==> config.mk <==
export PLATFORM = sky130hd
export DESIGN_NAME = sram_rd_sched
export DESIGN_NICKNAME = d
export VERILOG_FILES = /design/src/rtl/sram_rd_sched.sv
export SDC_FILE = /design/constraint.sdc
export NUM_CORES = 1
export LEC_CHECK = 0
export BUFFER_PORTS_ARGS = -buffer_cell sky130_fd_sc_hd__buf_2
export CAP_MARGIN = 5
export CORE_AREA = 2 2 126 128
export CTS_CLUSTER_DIAMETER = 100
export DETAILED_ROUTE_END_ITERATION = 8
export DIE_AREA = 0 0 128 130
export PLACE_DENSITY = 0.82
export SLEW_MARGIN = 20
export SYNTH_ARGS = -nofsm -noshare
export SYNTH_HDL_FRONTEND = slang
export SYNTH_SLANG_ARGS = --single-unit
==> constraint.sdc <==
create_clock -name clk -period 6.5 [get_ports clk]
set_input_delay 0.325 -clock clk [delete_from_list [all_inputs] [get_ports clk]]
set_output_delay 0.325 -clock clk [all_outputs]
set_load 0.02 [all_outputs]
==> src/rtl/sram_rd_sched.sv <==
// Round-robin read scheduler for one shared single-port SRAM read channel.
// Picks at most one enabled requester per cycle, issues its address to the
// SRAM, and returns the read data RD_LAT cycles later tagged with its port.
module sram_rd_sched #(
  parameter int NUM_PORTS = 16,
  parameter int ADDR_W    = 14,
  parameter int DATA_W    = 16,
  parameter int RD_LAT    = 1
) (
  input  logic                           clk,
  input  logic                           rst_n,
  input  logic [NUM_PORTS-1:0]           port_en,
  input  logic [NUM_PORTS-1:0]           rd_req,
  input  logic [NUM_PORTS*ADDR_W-1:0]    rd_addr,
  output logic [NUM_PORTS-1:0]           rd_gnt,
  input  logic                           sram_wr_busy,
  output logic                           sram_rd_en,
  output logic [ADDR_W-1:0]              sram_rd_addr,
  input  logic [DATA_W-1:0]              sram_rd_data,
  output logic                           rsp_valid,
  output logic [$clog2(NUM_PORTS)-1:0]   rsp_port,
  output logic [DATA_W-1:0]              rsp_data
);

  localparam int PORT_W = $clog2(NUM_PORTS);

  // Last granted port; the search for the next winner starts just after it.
  logic [PORT_W-1:0]    ptr;
  logic [PORT_W-1:0]    winner;
  logic [PORT_W-1:0]    idx;
  logic                 found;
  logic                 issue;
  logic [NUM_PORTS-1:0] elig;

  // Tag pipe that mirrors the SRAM read latency.
  logic                 pipe_v [RD_LAT];
  logic [PORT_W-1:0]    pipe_p [RD_LAT];

  // The port granted this cycle still shows its request, so mask it out.
  assign elig  = rd_req & port_en & ~rd_gnt;
  assign issue = found && !sram_wr_busy;

  // Round-robin search: first eligible port after ptr, wrapping around.
  always_comb begin
    // NOTE: every always_comb output gets a default first so no latch is inferred.
    found  = 1'b0;
    winner = ptr;
    idx    = ptr;
    for (int k = 1; k <= NUM_PORTS; k++) begin
      // Truncation to PORT_W bits gives the modulo-NUM_PORTS wrap.
      idx = ptr + PORT_W'(k);
      if (!found && elig[idx]) begin
        found  = 1'b1;
        winner = idx;
      end
    end
  end

  // Grant, SRAM command and pointer registers.
  always_ff @(posedge clk) begin
    // NOTE: registered state uses non-blocking assignments so all flops update together.
    if (!rst_n) begin
      rd_gnt       <= '0;
      sram_rd_en   <= 1'b0;
      sram_rd_addr <= '0;
      ptr          <= PORT_W'(NUM_PORTS - 1);
    end else if (issue) begin
      rd_gnt       <= {{(NUM_PORTS-1){1'b0}}, 1'b1} << winner;
      sram_rd_en   <= 1'b1;
      sram_rd_addr <= rd_addr[int'(winner)*ADDR_W +: ADDR_W];
      ptr          <= winner;
    end else begin
      rd_gnt     <= '0;
      sram_rd_en <= 1'b0;
    end
  end

  // Response tag pipe: {valid, port} follows the SRAM read through its latency.
  always_ff @(posedge clk) begin
    if (!rst_n) begin
      // NOTE: this pipe is cleared on reset so reads in flight never produce a response.
      for (int i = 0; i < RD_LAT; i++) begin
        pipe_v[i] <= 1'b0;
        pipe_p[i] <= '0;
      end
    end else begin
      pipe_v[0] <= sram_rd_en;
      pipe_p[0] <= sram_rd_en ? ptr : '0;
      for (int i = 1; i < RD_LAT; i++) begin
        pipe_v[i] <= pipe_v[i-1];
        pipe_p[i] <= pipe_p[i-1];
      end
    end
  end

  assign rsp_valid = pipe_v[RD_LAT-1];
  assign rsp_port  = pipe_p[RD_LAT-1];
  assign rsp_data  = sram_rd_data;

endmodule

# [Word level (Yosys, flattened, before mapping)]
# Memory sizes are Yosys's and may differ from the RTL's.
# Index checks and enable logic that the tools add are counted.
# Widths: inputs -> output; s select.
[totals] register_bits=35 ram_bits=5 out_inout_bits=52 wordCells=150 mem_count=2
[mem_list] name="pipe_p" words=1 word_bits=4 read_ports=1 rd_clocked_by_memory_dff=0 write_ports=1 line_no="37" text="logic [PORT_W-1:0] pipe_p [RD_LAT];"
[mem_list] name="pipe_v" words=1 word_bits=1 read_ports=1 rd_clocked_by_memory_dff=0 write_ports=1 line_no="36" text="logic pipe_v [RD_LAT];"
[classes] add_sub_neg=15 multipliers=1 order_cmp=16 n_shift=2 mux=72 bitwise_logic=3 n_reduce_logical=35
[op_table] op="$shiftx 224x9->14" count=1
[op_table] op="$lt 4x5->1 const B" count=16
[op_table] op="$mux 4" count=18
[op_table] op="$bmux 1 s4" count=16
[op_table] op="$mux 1" count=38
[op_table] op="$add 4x4->4 const B" count=8
[op_table] op="$and 16x16->16" count=2
[op_table] op="$add 4x3->4 const B" count=4
[op_table] op="$logic_and 1x1->1" count=16
[op_table] op="$logic_not 1->1" count=16
[op_table] op="$not 16->16" count=1
[op_table] op="$shl 1x4->16 const A" count=1
[op_table] op="$add 4x2->4 const B" count=2
[op_table] op="$mul 4x3->7 const B" count=1
[op_table] op="$add 4x1->4 const B" count=1
[op_table] op="$reduce_or 4->1" count=1
[op_table] op="$reduce_and 2->1" count=1
[op_table] op="$reduce_or 1->1" count=1

# [Longest topological paths before layout]
# Gate-level depths: netlist (run 1).
[logic_depth] word_depth=52 ltp_mapped=19 mapped_depth_nobuf=14

# [Worst setup path before layout (run 1)]
# Ideal clock, no wire load.
[synth_timing] path_type="register -> register" start="register ptr[0]" end="register sram_rd_addr[0]" arrival_ns=4.540 setup_slack_ns=1.830 stages_incl_launch_ff=17 path_buffers=4 cell_sequence="dfxtp_1 > buf_2 > clkinv_1 > buf_2 > ha_1 > buf_2 > mux2_2 > mux4_2 > mux2i_1 > nor3_4 > and3_1 > a221o_4 > xnor2_4 > buf_6 > mux4_2 > a22oi_1 > o211ai_2"
[synth_between] elab_chain_cells=51 word_cells_on_any_way=112
[synth_lines] element="from (decl)" line_no="28" text="logic [PORT_W-1:0] ptr;"
[synth_lines] element="from (signal assigned)" line_no="66" text="ptr <= PORT_W'(NUM_PORTS - 1);"
[synth_lines] element="from (signal assigned)" line_no="71" text="ptr <= winner;"
[synth_lines] element="$add 4x1->4" line_no="51" text="idx = ptr + PORT_W'(k);"
[synth_lines] element="$bmux 1 s4" line_no="52" text="if (!found && elig[idx]) begin"
[synth_lines] element="$mux 1 (implied by the code)" line_no="52"
[synth_lines] element="$mux 1" line_no="52"
[synth_lines] element="$logic_not 1->1" line_no="52"
[synth_lines] element="$logic_and 1x1->1" line_no="52"
[synth_lines] element="$mux 1" line_no="52"
[synth_lines] element="$logic_not 1->1" line_no="52"
[synth_lines] element="(+35 left out)"
[synth_lines] element="$logic_not 1->1" line_no="52"
[synth_lines] element="$logic_and 1x1->1" line_no="52"
[synth_lines] element="$mux 1" line_no="52"
[synth_lines] element="$logic_not 1->1" line_no="52"
[synth_lines] element="$logic_and 1x1->1" line_no="52"
[synth_lines] element="$mux 4" line_no="52"
[synth_lines] element="$mul 4x3->7" line_no="70" text="sram_rd_addr <= rd_addr[int'(winner)*ADDR_W +: ADDR_W];"
[synth_lines] element="$shiftx 224x9->14" line_no="70"
[synth_lines] element="to (signal assigned)" line_no="70"
[synth_lines] element="to (decl)" line_no="18" text="output logic [ADDR_W-1:0] sram_rd_addr,"
# Parallel ways exist; a longest one is shown, timed or not. The select of a mux whose other input is x is not followed.
# A chain may end at the register's enable or synchronous reset.

# [Worst setup path in the final report (run 1)]
[layout_timing] start="register ptr[1]" end="register sram_rd_addr[0]"
# The elaborated chain is that of the path after synthesis.

==> results.py, run 1 <==
metrics = {
    "placement": {
        "place_area_sq_um": 7620,
        "dp_hpwl_mm": 21.8,
        "numPortBuffers": 294,
        "gp_congestion": 0.972,
    },
    "clock_tree": {
        "cts_buffers": 5,
        "clockRootBuffer": "clkbuf_16",
        "clock_latency_ns": 0.29,
        "htreeDepth": 2,
        "cts-resized-gates": 0,
        "holdBufCountCts": 0,
        "cts_tree": "done",
        "max-clock-path-buffers": 2,
        "clk_pin_slew_worst_paths_ns": 0.06,
        "clkSinkCount": 40,
        "post-cts-setup-buffers": 0,
    },
    "critical_path": {
        "timing.rr.start": "ptr[1]",
        "critPathKind": "flop to flop",
        "cp_max_fo": 24,
        "cp-startpoint": "ptr[1]",
        "endpoint_kind": "flop",
        "arrival_ns": 5.74,
        "critPathRequiredTime_ns": 6.71,
        "startpoint_type": "flop",
    },
    "layout": {
        "syn_to_final_growth_pct": 24.1,
        "drive_gt1_share_pct": 49.3,
        "num-nets-final": 1202,
        "stdcell_area_sq_um": 7770,
        "fin_util_pct": 50.4,
    },
    "sta": {
        "tns_ns": 0,
        "hold_viol": 0,
        "fin_worst_skew_ns": 0.0128,
        "period_share_pct": 85.0,
        "final-max-slew-violation-count": 0,
        "worst_slew_pin_slew_ns": 1.01,
        "period_needed_ns": 5.53,
        "setup_violations": 0,
        "fmax_mhz": 181,
        "rsz0062_at_grt": "false",
        "max-slew-margin-rel_pct": 32.8,
    },
    "drt": {
        "drc": 0,
        "via_per_inst": 6.61,
        "num_vias": 7364,
        "firstDrtPassIters": 5,
        "wl_per_cell_um": 24.6,
        "final_antenna_net_count": 0,
        "routed_wl_mm": 27.4,
        "drt_iter0_markers": 730,
    },
    "yosys": {
        "yosys-top-cells-count": "mux2_2, nand3_1, dfxtp_1, mux4_2, o21ai_0",
        "yosysSeqAreaShare_pct": 12.8,
        "synth_edf_count": 0,
        "yosysMostFrequentCell": "mux2_2",
        "ys_warn_count": 0,
        "synth_cell_types": 89,
        "synthArstFlopShare_pct": 0,
        "syn_nets": 958,
        "synth_ff_type": "dfxtp_1",
        "syn_area_per_cell_sq_um": 9.27,
        "synth_area_leaders": "mux4_2, dfxtp_1, mux2_2, mux2i_1, nand3_1",
        "synth_top_area_share_pct": 13.3,
        "synth.largest_area_cell": "mux4_2",
        "syn_area_sq_um": 6260,
        "ys_seq_elements": 40,
        "synthCells": 676,
    },
    "floorplan": {
        "core_area_sq_um": 15400,
        "io_pins": 327,
        "die_w_um": 128,
        "rows": 46,
        "fp.dieH_um": 130,
        "initial_core_util_pct": 40.6,
        "dieArea_sq_um": 16600,
    },
    "global_route": {
        "grt_overflow": 0,
        "grt_max_degree": 41,
        "grt_pass1_wl_mm": 40.0,
        "antenna_found_initial": 1,
        "grt_pass1_vias": 6830,
        "track_usage_pct": 31.2,
    },
    "min_path": {
        "hp-start": "rst_n",
        "holdCritPathClass": "primary input to flop",
    },
    "job": {
        "drv_cap": 0,
    },
    "outcome": {
        "status": "completed",
    },
}
area by class of cell:
cell class	count	area, sq um
inverters	10	40.0
repair buffers	315	1640
diodes	1	2.50
clock buffers	8	146
flip-flops and latches	40	801
multi-input cells	548	4900
fillers	1487	7650
well taps	192	240
layout by cell type, fill, tap and decap left out, types with 11 or more instances in the layout:
master / netlist / layout
nand3_1: 44 / 44
a22oi_1: 15 / 15
buf_2: 25 / 294
o22ai_1: 15 / 15
a211oi_1: 17 / 17
o211ai_1: 29 / 29
mux2_2: 52 / 52
nand2_1: 23 / 23
a21oi_1: 17 / 17
mux4_2: 37 / 37
buf_4: 23 / 20
o21ai_0: 35 / 35
o2111ai_1: 13 / 13
dfxtp_1: 40 / 40
nand3b_1: 14 / 14
nor2_1: 28 / 28
o221ai_1: 16 / 16
mux2i_1: 22 / 22
and3_1: 11 / 11
a31oi_1: 15 / 15
through the flow:
| step | setup WS [ns] | cells | hold slack (ns) |
|---|---|---|---|
| floorplan | 1.83 | 676 | 0.526 |
| global placement | 1.11 | 1105 | 0.488 |
| detailed placement | 1.10 | 1105 | 0.486 |
| CTS | 1.07 | 1113 | 0.317 |
| global route | 0.685 | 1114 | 0.338 |
| finish | 0.972 | 1114 | 0.325 |
worst max-delay path, stage by stage, from the launching register on:
cell and delay [ns]:
dfxtp_1 0.37, inv_4 0.12, ha_1 0.64, buf_4 0.31, mux2i_1 0.12, mux4_2 0.55
mux2i_2 0.39, nand3_1 0.23, nor3_1 0.57, o21ai_0 0.26, o211ai_1 0.18, o21a_4 0.37
nor3b_4 0.86, o211ai_1 0.32, o211ai_2 0.16
state kept, by name, summed over array words and instances (netlist names):
register      cells
sram_rd_en        1
rd_gnt           16
pipe_v            1
ptr               4
sram_rd_addr     14
pipe_p            4
cell families (layout without fill, tap and decap cells):
logic type / Yosys count / in the layout / share of synthesized area, %
adder cells (fa/ha/maj): 7 / 7 / 1.40
AO/OA/AOI/OAI: 218 / 218 / 26.2
other: 0 / 1 / 0
XOR/XNOR: 15 / 15 / 3.30
AND/OR/NAND/NOR: 181 / 181 / 17.4
flip-flops: 40 / 40 / 12.8
multiplexers: 127 / 127 / 29.9
buffers and inverters: 88 / 333 / 9.09
final timing paths:
check	to	slack [ns]	cells past startpoint
setup / recovery	sram_rd_addr[0]	0.97	14
setup reg to reg	sram_rd_addr[0]	0.97	14
hold / removal	ptr[3]	0.33	2
hold reg to reg	sram_rd_addr[5]	0.50	2
routing by layer:
metal / global-route usage [%] / vias to the layer above / wire length, um
met3: 7.87 / 89 / 3160
met1: 40.0 / 3523 / 10300
met2: 51.9 / 531 / 13000
met5: 0 / - / 0
li1: - / 3221 / -
met4: 9.70 / 0 / 980
Power of run 1 is left out: the tool's default activity adds up to more than one toggle a clock period on the data nets, which glitch-free logic cannot reach.
==> inputs of run 2 (changes only) <==
- PLACE_DENSITY: 0.82 -> 0.76
==> results.py, run 2 (same netlist as run 1, synthesis figures left out) <==
metrics = {
    "placement": {
        "gp_congestion": 1.01,
        "dpl.cell_count": 1099,
        "dp_hpwl_mm": 21.5,
        "numPortBuffers": 294,
    },
    "clock_tree": {
        "cts_tree": "done",
        "clockRootBuffer": "clkbuf_16",
        "clk_pin_slew_worst_paths_ns": 0.06,
        "cts-resized-gates": 0,
        "holdBufCountCts": 0,
        "clock_latency_ns": 0.29,
        "clkSinkCount": 40,
        "cts_buffers": 5,
        "post-cts-setup-buffers": 0,
        "htreeDepth": 2,
        "max-clock-path-buffers": 2,
    },
    "sta": {
        "tns_ns": 0,
        "final-max-slew-violation-count": 0,
        "rsz0062_at_grt": "false",
        "worst_slew_pin_slew_ns": 1.00,
        "setup_violations": 0,
        "period_needed_ns": 5.49,
        "fin_worst_skew_ns": 0.00495,
        "fmax_mhz": 182,
        "period_share_pct": 84.4,
        "hold_viol": 0,
        "max-slew-margin-rel_pct": 33.1,
    },
    "critical_path": {
        "arrival_ns": 5.66,
        "endpoint_kind": "flop",
        "cp_max_fo": 40,
        "startpoint_type": "flop",
        "critPathKind": "flop to flop",
        "critPathRequiredTime_ns": 6.67,
        "reg2reg_slack_ns": 1.01,
    },
    "global_route": {
        "grt_max_degree": 41,
        "grt_overflow": 0,
        "grt_pass1_wl_mm": 39.3,
        "track_usage_pct": 31.3,
        "grt_pass1_vias": 6799,
        "antenna_found_initial": 1,
    },
    "layout": {
        "most-common-layout-cells": "buf_2, mux2_2, nand3_1",
        "largest_reg_flops": 16,
        "largest-register": "rd_gnt",
        "num-nets-final": 1196,
        "syn_to_final_growth_pct": 23.5,
        "reg_top3": "rd_gnt (16), sram_rd_addr (14)",
        "drive_gt1_share_pct": 49.2,
        "final_cells": 1109,
        "fill_cells": 1486,
        "mostFrequentLayoutCell": "buf_2",
    },
    "floorplan": {
        "core_area_sq_um": 15400,
        "die_w_um": 128,
        "initial_core_util_pct": 40.6,
        "dieArea_sq_um": 16600,
        "io_pins": 327,
        "rows": 46,
        "fp.dieH_um": 130,
    },
    "drt": {
        "final_antenna_net_count": 0,
        "via_per_inst": 6.42,
        "wl_per_cell_um": 24.4,
        "num_vias": 7121,
        "drc": 0,
        "firstDrtPassIters": 6,
        "drt_iter0_markers": 709,
        "routed_wl_mm": 27.1,
    },
    "job": {
        "drv_cap": 0,
    },
    "outcome": {
        "status": "completed",
    },
    "min_path": {
        "holdCritPathClass": "primary input to flop",
    },
}
## run 2: cell types whose count changed in the layout (fill, tap and decap cells not counted), sizes merged
cell | before | now
clkbuf | 8 | 5
clkinvlp | 0 | 1
bufinv | 0 | 1
diode | 1 | 2
buf | 315 | 309
clkinv | 2 | 3
## run 2: cell type report
type	count	area (sq um)	area share, %
Tap cell	192	240	3.10
Clock inverter	3	42.5	0.550
Clock buffer	5	125	1.62
Sequential cell	40	801	10.3
Timing Repair Buffer	309	1580	20.5
Inverter	10	40.0	0.517
Antenna cell	2	5.00	0.0647
Multi-Input combinational cell	548	4900	63.3
## run 2: path summary, 6_finish.rpt
kind / startpoint / endpoint / cells after the start
worst min register to register: sram_rd_addr[10] / sram_rd_addr[10] / 2
worst max register to register: ptr[1] / sram_rd_addr[8] / 16
worst min-delay path: rst_n / ptr[3] / 2
worst max-delay path: ptr[1] / sram_rd_addr[8] / 16
## run 2: metal layers
| layer | routed length [um] | share of wire (%) | track usage [%] |
|---|---|---|---|
| met1 | 10200 | 38 | 38.5 |
| met2 | 13100 | 48 | 52.2 |
| met3 | 2750 | 10 | 9.43 |
| met4 | 995 | 3.7 | 11.2 |
| met5 | 0 | 0 | 0 |
## run 2: stage by stage
step,utilization [%],hold WS (ns),area (sq um),setup slack (ns)
after floorplan,-,0.526,6260,1.83
after global placement,49.1,0.496,7570,1.14
after detailed placement,49.1,0.491,7570,1.06
after CTS,50.1,0.319,7730,1.02
after global routing,50.2,0.330,7740,0.671
final,50.2,0.319,7740,1.01
## run 2: critical path, stage by stage (launching register included)
cell and delay, ns:
dfxtp_1 0.37, inv_4 0.12, ha_1 0.31, buf_4 0.40, mux2i_1 0.17, mux4_2 0.58, mux2i_1 0.47, and2_1 0.39
nand4_1 0.25, nor4_2 0.47, o21ai_4 0.11, nand2_2 0.07, buf_4 0.31, buf_4 0.51, mux4_2 0.39, a22oi_1 0.28
o211ai_2 0.12
Power of run 2 is left out for the same reason.
==> inputs of run 3 (changes only) <==
- CORE_AREA: 2 2 126 128 -> 2 2 128 130
- DIE_AREA: 0 0 128 130 -> 0 0 130 132
- PLACE_DENSITY: 0.76 -> 0.77
- clock period: 6.5 -> 4.95 ns (I/O delays scaled with it)
==> results.py, run 3 (same netlist as run 1, synthesis figures left out) <==
metrics = {
    "outcome": {
        "status": "completed",
    },
    "global_route": {
        "grt.busiest_layer": "met2",
        "grt_overflow": 0,
        "met2_usage_pct": 51.9,
        "use_met1_pct": 40.2,
        "grt_max_degree": 49,
        "grt_pass1_wl_mm": 41.5,
        "use_met3_pct": 7.18,
        "antenna_found_initial": 5,
        "grt_pass1_vias": 7103,
        "track_usage_pct": 31.7,
    },
    "layout": {
        "num-nets-final": 1222,
        "mostFrequentLayoutCell": "buf_2",
        "largest-register": "rd_gnt",
        "drive_gt1_share_pct": 50.5,
        "most-common-layout-cells": "buf_2, mux2_2, nand3_1",
        "largest_reg_flops": 16,
        "fin_util_pct": 51.2,
        "fill_cells": 1473,
        "stdcell_area_sq_um": 8040,
        "reg_top3": "rd_gnt (16), sram_rd_addr (14)",
        "syn_to_final_growth_pct": 28.3,
    },
    "critical_path": {
        "startpoint_type": "flop",
        "critPathRequiredTime_ns": 5.11,
        "endpoint_kind": "flop",
        "cp_max_fo": 48,
        "arrival_ns": 4.88,
        "critPathKind": "flop to flop",
    },
    "drt": {
        "drt_iter0_markers": 643,
        "num_vias": 7377,
        "firstDrtPassIters": 5,
        "wl_per_cell_um": 24.0,
        "final_antenna_net_count": 0,
        "routed_wl_mm": 27.9,
        "drc": 0,
        "via_per_inst": 6.35,
    },
    "clock_tree": {
        "cts_buffers": 5,
        "clkSinkCount": 40,
        "cts_tree": "done",
        "max-clock-path-buffers": 2,
        "clock_latency_ns": 0.29,
        "clockRootBuffer": "clkbuf_16",
        "clk_pin_slew_worst_paths_ns": 0.06,
        "htreeDepth": 2,
    },
    "floorplan": {
        "io_pins": 327,
        "fp.dieH_um": 132,
        "dieArea_sq_um": 17200,
        "core_area_sq_um": 15700,
        "initial_core_util_pct": 39.9,
        "rows": 46,
        "die_w_um": 130,
    },
    "sta": {
        "period_share_pct": 95.3,
        "fmax_mhz": 212,
        "fin_worst_skew_ns": 0.00880,
        "max-slew-margin-rel_pct": 56.6,
        "rsz0062_at_grt": "false",
        "period_needed_ns": 4.72,
        "hold_viol": 0,
        "setup_violations": 0,
        "worst_slew_pin_slew_ns": 0.647,
        "final-max-slew-violation-count": 0,
        "tns_ns": 0,
    },
    "placement": {
        "dp_hpwl_mm": 22.6,
        "place_area_sq_um": 7830,
        "gp_congestion": 1.05,
        "numPortBuffers": 294,
    },
    "job": {
        "drv_cap": 0,
    },
    "min_path": {
        "holdCritPathClass": "primary input to flop",
    },
}
run 3: worst paths after layout:
kind / cells past startpoint / start / slack, ns / to
worst max-delay path: 15 / ptr[0] / 0.23 / sram_rd_addr[1]
worst min-delay path: 2 / rst_n / 0.22 / ptr[0]
worst max register to register: 15 / ptr[0] / 0.23 / sram_rd_addr[1]
worst min register to register: 2 / sram_rd_addr[1] / 0.50 / sram_rd_addr[1]
run 3: stage by stage:
step                hold WS [ns]  instances  setup WS (ns)
global route               0.242       1160         0.0249
floorplan                  0.448        676          0.280
detailed placement         0.492       1146          0.133
global placement           0.479       1146          0.213
finish                     0.224       1161          0.232
CTS                        0.220       1154          0.115
run 3: critical path, cell delays in order, from the launching register on:
cell and delay (ns):
dfxtp_1 0.34, clkinv_1 0.12, ha_1 0.35, buf_12 0.26, mux2i_1 0.16, mux4_2 0.56
mux2i_1 0.32, and2_1 0.37, nand4_1 0.26, nor4_2 0.45, o21ai_4 0.11, nand2_2 0.30
buf_4 0.26, mux2_2 0.39, o221ai_1 0.23, o211ai_1 0.11
run 3: cell type report:
| cell class | instances | area, sq um | area share, % |
|---|---|---|---|
| Multi-Input combinational cell | 548 | 4900 | 61.0 |
| Timing Repair Buffer | 335 | 1870 | 23.2 |
| Sequential cell | 40 | 801 | 9.96 |
| Tap cell | 216 | 270 | 3.36 |
| Clock buffer | 8 | 146 | 1.82 |
| Inverter | 10 | 40.0 | 0.498 |
| Antenna cell | 4 | 10.0 | 0.125 |
run 3: repair_timing:
action | in CTS | in global routing
hold buffers | 0 | 0
setup buffers | 0 | 3
gates resized for setup | 0 | 1
endpoints found under the setup margin | 0 | 14
run 3: metal layers:
metal  vias to the layer above  share of wire, %
met2                       519                48
met5                         -             0.047
met1                      3503                38
met4                         2               4.2
met3                        91                10
li1                       3262                 -
Power of run 3 is left out for the same reason.
